## config.mk

```make
export PLATFORM = sky130hd
export DESIGN_NAME = sel_table
export DESIGN_NICKNAME = d
export VERILOG_FILES = /design/src/rtl/sel_table_pkg.sv /design/src/rtl/sel_table_scan_ctr.sv /design/src/rtl/sel_table.sv
export SDC_FILE = /design/constraint.sdc
export NUM_CORES = 1
export LEC_CHECK = 0
export BUFFER_PORTS_ARGS = -buffer_cell sky130_fd_sc_hd__buf_4
export CAP_MARGIN = 20
export CORE_MARGIN = 2
export CORE_UTILIZATION = 54
export DETAILED_ROUTE_END_ITERATION = 8
export PLACE_DENSITY = 0.77
export SYNTH_ARGS = -nofsm -noshare
export SYNTH_HDL_FRONTEND = slang
export SYNTH_SLANG_ARGS = --single-unit
```

## constraint.sdc

```tcl
create_clock -name clk -period 1.5 [get_ports clk]
set_clock_uncertainty 0.2 [all_clocks]
set_input_delay 0 -clock clk [delete_from_list [all_inputs] [get_ports clk]]
set_output_delay 0 -clock clk [all_outputs]
set_load 0.05 [all_outputs]
```

## src/rtl/sel_table_pkg.sv

```systemverilog
// Shared types and helpers for the sel_table select-and-lookup block.
// Mode encoding and reset-content function used by the top and the bench.
package sel_table_pkg;

  typedef enum logic {
    MANUAL = 1'b0,
    SCAN   = 1'b1
  } mode_t;

  // Reset contents: entry i holds i, truncated to width bits (callers
  // size-cast the 32-bit result, which zero-extends for wide entries).
  function automatic logic [31:0] rst_entry(input int i, input int width);
    logic [31:0] mask;
    if (width >= 32) mask = '1;
    else             mask = (32'd1 << width) - 32'd1;
    return 32'(i) & mask;
  endfunction

endpackage

```

## src/rtl/sel_table_scan_ctr.sv

```systemverilog
// Modulo-DEPTH scan pointer with enable; 'last' marks index DEPTH-1.
// DEPTH need not be a power of two, so the wrap is an explicit compare.
import sel_table_pkg::*;

module sel_table_scan_ctr #(
  parameter  int DEPTH = 4,
  localparam int SEL_W = $clog2(DEPTH)
) (
  input  logic             clk,
  input  logic             reset,
  input  logic             en,
  output logic [SEL_W-1:0] idx,
  output logic             last
);

  logic [SEL_W-1:0] idx_d;

  always_comb begin
    last  = (int'(idx) == DEPTH - 1);
    idx_d = idx;
    if (en) begin
      if (last) idx_d = '0;
      else      idx_d = idx + 1'b1;
    end
  end

  always_ff @(posedge clk) begin
    if (reset) idx <= '0;
    else       idx <= idx_d;
  end

endmodule

```

## src/rtl/sel_table.sv

```systemverilog
// Registered select-and-lookup table with write port and auto-scan mode.
// Optional macro SEL_TABLE_BYPASS_EN: same-cycle write/read of one index is write-first.
import sel_table_pkg::*;

module sel_table #(
  parameter  int WIDTH = 4,
  parameter  int DEPTH = 4,
  localparam int SEL_W = $clog2(DEPTH)
) (
  input  logic             clk,
  input  logic             reset,
  input  logic [SEL_W-1:0] sel,
  input  logic             rd_en,
  input  logic             auto,
  input  logic             wr_en,
  input  logic [SEL_W-1:0] wr_addr,
  input  logic [WIDTH-1:0] wr_data,
  output logic [WIDTH-1:0] data,
  output logic             data_vld,
  output logic [SEL_W-1:0] scan_idx,
  output logic             scan_wrap,
  output mode_t            dbg_state
);

  // Handshake: data_vld is a one-cycle "fresh data" strobe with no
  // backpressure; consumers must take data in the cycle data_vld is high.

  mode_t            mode_q, mode_d;
  logic [WIDTH-1:0] mem [DEPTH];
  logic             scan_en;
  logic             scan_last;
  logic             rd_fire;
  logic [SEL_W-1:0] rd_idx;
  logic             rd_in_range;
  logic             wr_in_range;
  logic [WIDTH-1:0] rd_val;

  always_ff @(posedge clk) begin
    if (reset) mode_q <= MANUAL;
    else       mode_q <= mode_d;
  end

  // The mode is decided from auto directly, so the first cycle auto is
  // seen high already performs a scan read.
  always_comb begin
    mode_d      = auto ? SCAN : MANUAL;
    scan_en     = (mode_d == SCAN);
    rd_fire     = scan_en | rd_en;
    rd_idx      = scan_en ? scan_idx : sel;
    rd_in_range = (int'(rd_idx) < DEPTH);
    wr_in_range = (int'(wr_addr) < DEPTH);
    rd_val      = rd_in_range ? mem[rd_idx] : '0;
`ifdef SEL_TABLE_BYPASS_EN
    if (wr_en && wr_in_range && (wr_addr == rd_idx)) rd_val = wr_data;
`endif
  end

  assign dbg_state = mode_q;

  sel_table_scan_ctr #(
    .DEPTH (DEPTH)
  ) u_scan_ctr (
    .clk   (clk),
    .reset (reset),
    .en    (scan_en),
    .idx   (scan_idx),
    .last  (scan_last)
  );

  always_ff @(posedge clk) begin
    if (reset) begin
      for (int i = 0; i < DEPTH; i++) mem[i] <= WIDTH'(rst_entry(i, WIDTH));
    end else if (wr_en && wr_in_range) begin
      mem[wr_addr] <= wr_data;
    end
  end

  // scan_wrap is registered with the read so it lines up with entry DEPTH-1.
  always_ff @(posedge clk) begin
    if (reset) begin
      data      <= '0;
      data_vld  <= 1'b0;
      scan_wrap <= 1'b0;
    end else begin
      data_vld  <= rd_fire;
      scan_wrap <= scan_en & scan_last;
      if (rd_fire) data <= rd_val;
    end
  end

endmodule
```

Word level (Yosys, flattened, before mapping). Memories as Yosys holds them, arrays and structs flattened. A register that Yosys moved wholly into a read port is not among the register bits. Index checks and enable logic that the tools add are counted.

Bits in registers: 5. Memory bits (writable): 16. Bits of input ports: 13. Output and inout bits: 9. Logic and storage cells: 22. Memories: 1.

Memory list: mem (depth 4, width 4, rd ports 1, clocked after memory_dff 1, write ports 4, RTL line sel_table.sv:29) `logic [WIDTH-1:0] mem [DEPTH];`.

Add/sub/neg operators: 1. Equality and inequality tests: 1. Muxes and demuxes: 12. Bitwise logic cells: 2. Reductions and logical operators: 1.

Operators with widths (count): $mux W2 (4); $mux W1 (7); $mux W4 (1); $reduce_or A4 Y1 (1); $add A2 B1 Y2 const B (1); $eq A2 B1 Y1 const B (1); $and A1 B1 Y1 (1); $or A1 B1 Y1 (1).

Longest topological paths before layout.
Depth after elaboration: 5. Gate-level depth with buffers: 5. Mapped depth without buffers: 4.

Modules after synthesis. From an unflattened synthesis, not the netlist that was laid out.

Cells, all modules: 113. Area, all modules: 1263.7 um^2.

By module, submodules not included: sel_table (instances 1, cells each 105, area an instance 1177.4 um^2, seq. area each 620.6 um^2); sel_table_scan_ctr (instances 1, cells each 8, area an instance 86.3 um^2, seq. area each 40.0 um^2).

Worst setup path before layout. Ideal clock, no wire load.

Path type: register to register. From: register u_scan_ctr.idx[0]. To: register data[0], read port of mem. Library setup time: 0.079 ns. Arrival time: 1.548 ns. Required time: 1.221 ns. Path slack: -0.327 ns. Stages on the path, launching flop included: 6. Path buffers: 1. Period minus slack after synthesis: 1.827 ns. Cell sequence: dfxtp_1 > buf_4 > a21oi_1 > a22o_1 > a22o_1 > a211oi_2.

Word-level cells in the longest chain between the ends: 1.

Ends and longest elaborated chain: from (decl) (RTL line sel_table_scan_ctr.sv:12) `output logic [SEL_W-1:0] idx,`; from (signal assigned) (RTL line sel_table_scan_ctr.sv:29) `else idx <= idx_d;`; $mux W2 (RTL line sel_table.sv:49) `rd_idx = scan_en ? scan_idx : sel;`; to (decl) (RTL line sel_table.sv:18) `output logic [WIDTH-1:0] data,`.

No other way between the ends. A chain may end at the register's enable or synchronous reset.

==> reports/qor.yml <==
cp_num_buf_inv: 3
crit_path_top_delay_cell: "dlygate4sd3_1"
totalPowerFinal_w: 0.00143
synthDistinctLibCells: 25
start_util: 0.566
dp_hpwl_um: 1860
relSlewSlack: 0.623
path_depth: 4
synth_seq_cells: 25
antenna_cells: 0
period_share: 0.992
r2r_cells: 4
cp_top_family: "buffers and inverters"
cpMostUsedCell: "dlygate4sd3_1"
io_pins: 22
syn_inst: 115
cts_buffer_depth: 2
setup_viol: 0
path_cells: "dlygate4sd3_1, buf_4, nand2b_1, dlygate4sd3_1"
crit_type: "in -> reg"
arrival_ns: 1.36
utilization: 0.721
die_w_um: 52.2
cts.clk_slew.worst_paths_ns: 0.12
yosysSeqAreaShare: 0.527
period_needed_ns: 1.49
grt_pass1_vias: 918
dp.cells: 162
globalRouteTotalUtil: 0.221
drc: 0
crit_required_ns: 1.37
grt_overflow: 0
num_vias: 976
drv_slew: 0
drt_pre_antenna_iters: 4
drive_gt1_frac: 0.285
routed_wl_um: 2500
areaGrowthSynthToFinish_pct: 27.4
hold_viol: 0
status: "finished clean"
pwr_density_cell_mw_per_mm2: 895
yosys-top-cells-area: "edfxtp_1 (38%), dfxtp_1 (14%), and2_1 (6.5%), a22o_1 (5.6%), nor2b_1 (5.0%)"
cts_sinks: 25
setup_ws_ns: 0.0119
htree_levels: 1
grt_max_degree: 15
numCtsBuffers: 3
yosys_warnings: 0
synth.largest_area_cell: "edfxtp_1"
drtAntennaViolNets: 0
avgSynthCellArea_um2: 10.9
coreArea_mm2: 0.00221
tightest_slew_ns: 0.566
insertion_delay_ns: 0.30
dp_slack_ns: 0.0687
final_area_mm2: 0.00160
cts_root_buf: "clkbuf_4"
layoutNonFillerInstCount: 179
worstHoldPathCells: 5
cts_tree: "yes"
max_stage_delay_ns: 0.55
antenna_found_initial: 0
max_cap_viol_count: 0
die_y_um: 52.2
syn-cell-area_mm2: 0.00125
cp_max_fo: 4
place_congestion: 0.886
nNetsFinal: 166
crit_path_start_kind: "input pin"
p_leak_nw: 0.658
drtIter0Drc: 31
placed_area_mm2: 0.00144
viasPerCell: 5.45
clock.fmax_mhz: 672
synthDominantCellAreaShare: 0.384
rows: 17
grt_pass1_wl_um: 4290
avgRoutedWirePerCell_um: 14.0
hold_class: "in -> reg"
critPathCaptureType: "flip-flop"
ir_drop_mv: 0.563
synth_nets: 129
die_area_mm2: 0.00272
port_buffers: 21
==> cells in the mapped netlist <==
library cell,count
nor3b_1,2
nor2_4,1
mux2i_4,1
buf_6,1
a21oi_1,5
and2_1,13
buf_1,1
buf_4,2
a22o_1,8
nand2b_1,6
nor2_1,7
dfxtp_1,9
o22ai_1,4
ha_1,1
edfxtp_1,16
mux2i_1,1
nor2b_1,10
nor3_1,2
or2_2,4
a211oi_2,4
inv_1,1
mux2_2,1
nand2_1,13
buf_2,1
a31o_2,1
==> cell families (layout without fill, tap and decap cells) <==
family	after synthesis	in the layout	synth area share
AOI/OAI and AO/OA	22	22	0.143
adders and majority gates	1	1	0.00999
buffers and inverters	6	42	0.0310
DFF	25	25	0.527
muxes	3	3	0.0350
and+or+nand+nor	58	58	0.254
==> flip-flops by register name (all words and copies together) (netlist names) <==
| name | cells |
|---|---|
| dbg_state | 1 |
| scan_wrap | 1 |
| data_vld | 1 |
| data | 4 |
| mem | 16 |
| u_scan_ctr.idx | 2 |
==> power by group <==
part	leakage [nW]	internal [W]	switching, W
registers	0.232	0.000785	0.0000315
logic	0.411	0.000149	0.000180
clock network	0.0150	0.000104	0.000178
==> layer usage <==
| layer | up-vias | wire, µm | track usage |
|---|---|---|---|
| met3 | 4 | 112 | 0.0172 |
| met4 | 0 | 35 | 0.103 |
| met1 | 449 | 915 | 0.244 |
| met2 | 41 | 1440 | 0.424 |
| li1 | 482 | - | - |
| met5 | - | 0 | 0 |
==> worst min-delay path, stage by stage <==
cell      delay, ns
buf_4          0.15
mux2i_4        0.09
nand2_1        0.07
a22o_1         0.14
a211oi_2       0.06
==> final timing paths <==
path | start | endpoint | slack (ns)
max | wr_data[0] | mem[1][0] | 0.01
min | sel[0] | data[0] | 0.05
max reg2reg | u_scan_ctr.idx[0] | data[1] | 0.07
min reg2reg | data[0] | data[0] | 0.34
==> through the flow <==
stage | hold slack, ns | setup TNS, ns
final | 0.0509 | 0
after detailed placement | 0.100 | 0
after floorplan | -0.128 | 0
after global routing | 0.0518 | -0.00175
after global placement | 0.0977 | 0
after CTS | 0.0365 | 0
==> placed cells by master (no fill, tap or decap), types with 5 or more instances in the layout <==
| master | instances |
|---|---|
| nor2b_1 | 10 |
| edfxtp_1 | 16 |
| nand2_1 | 13 |
| a21oi_1 | 5 |
| nand2b_1 | 6 |
| dlygate4sd3_1 | 10 |
| a22o_1 | 8 |
| dfxtp_1 | 7 |
| nor2_1 | 7 |
| buf_4 | 26 |
| and2_1 | 13 |
==> repair_timing <==
item | 4_1_cts | 5_1_grt
endpoints found under the setup margin | 0 | 6
buffers inserted | 0 | 2
hold buffers | 11 | 0
resized for setup | 0 | 2
endpoints found under the hold margin | 38 | 0
==> cell type report <==
type	instances	area (µm²)
sequential	25	666
fill	162	617
multi-input combinational	84	557
timing repair buffer	37	308
tap	28	35.0
clock buffer	4	26.3
inverter	1	3.75
Power figures use the tool's default switching activity.
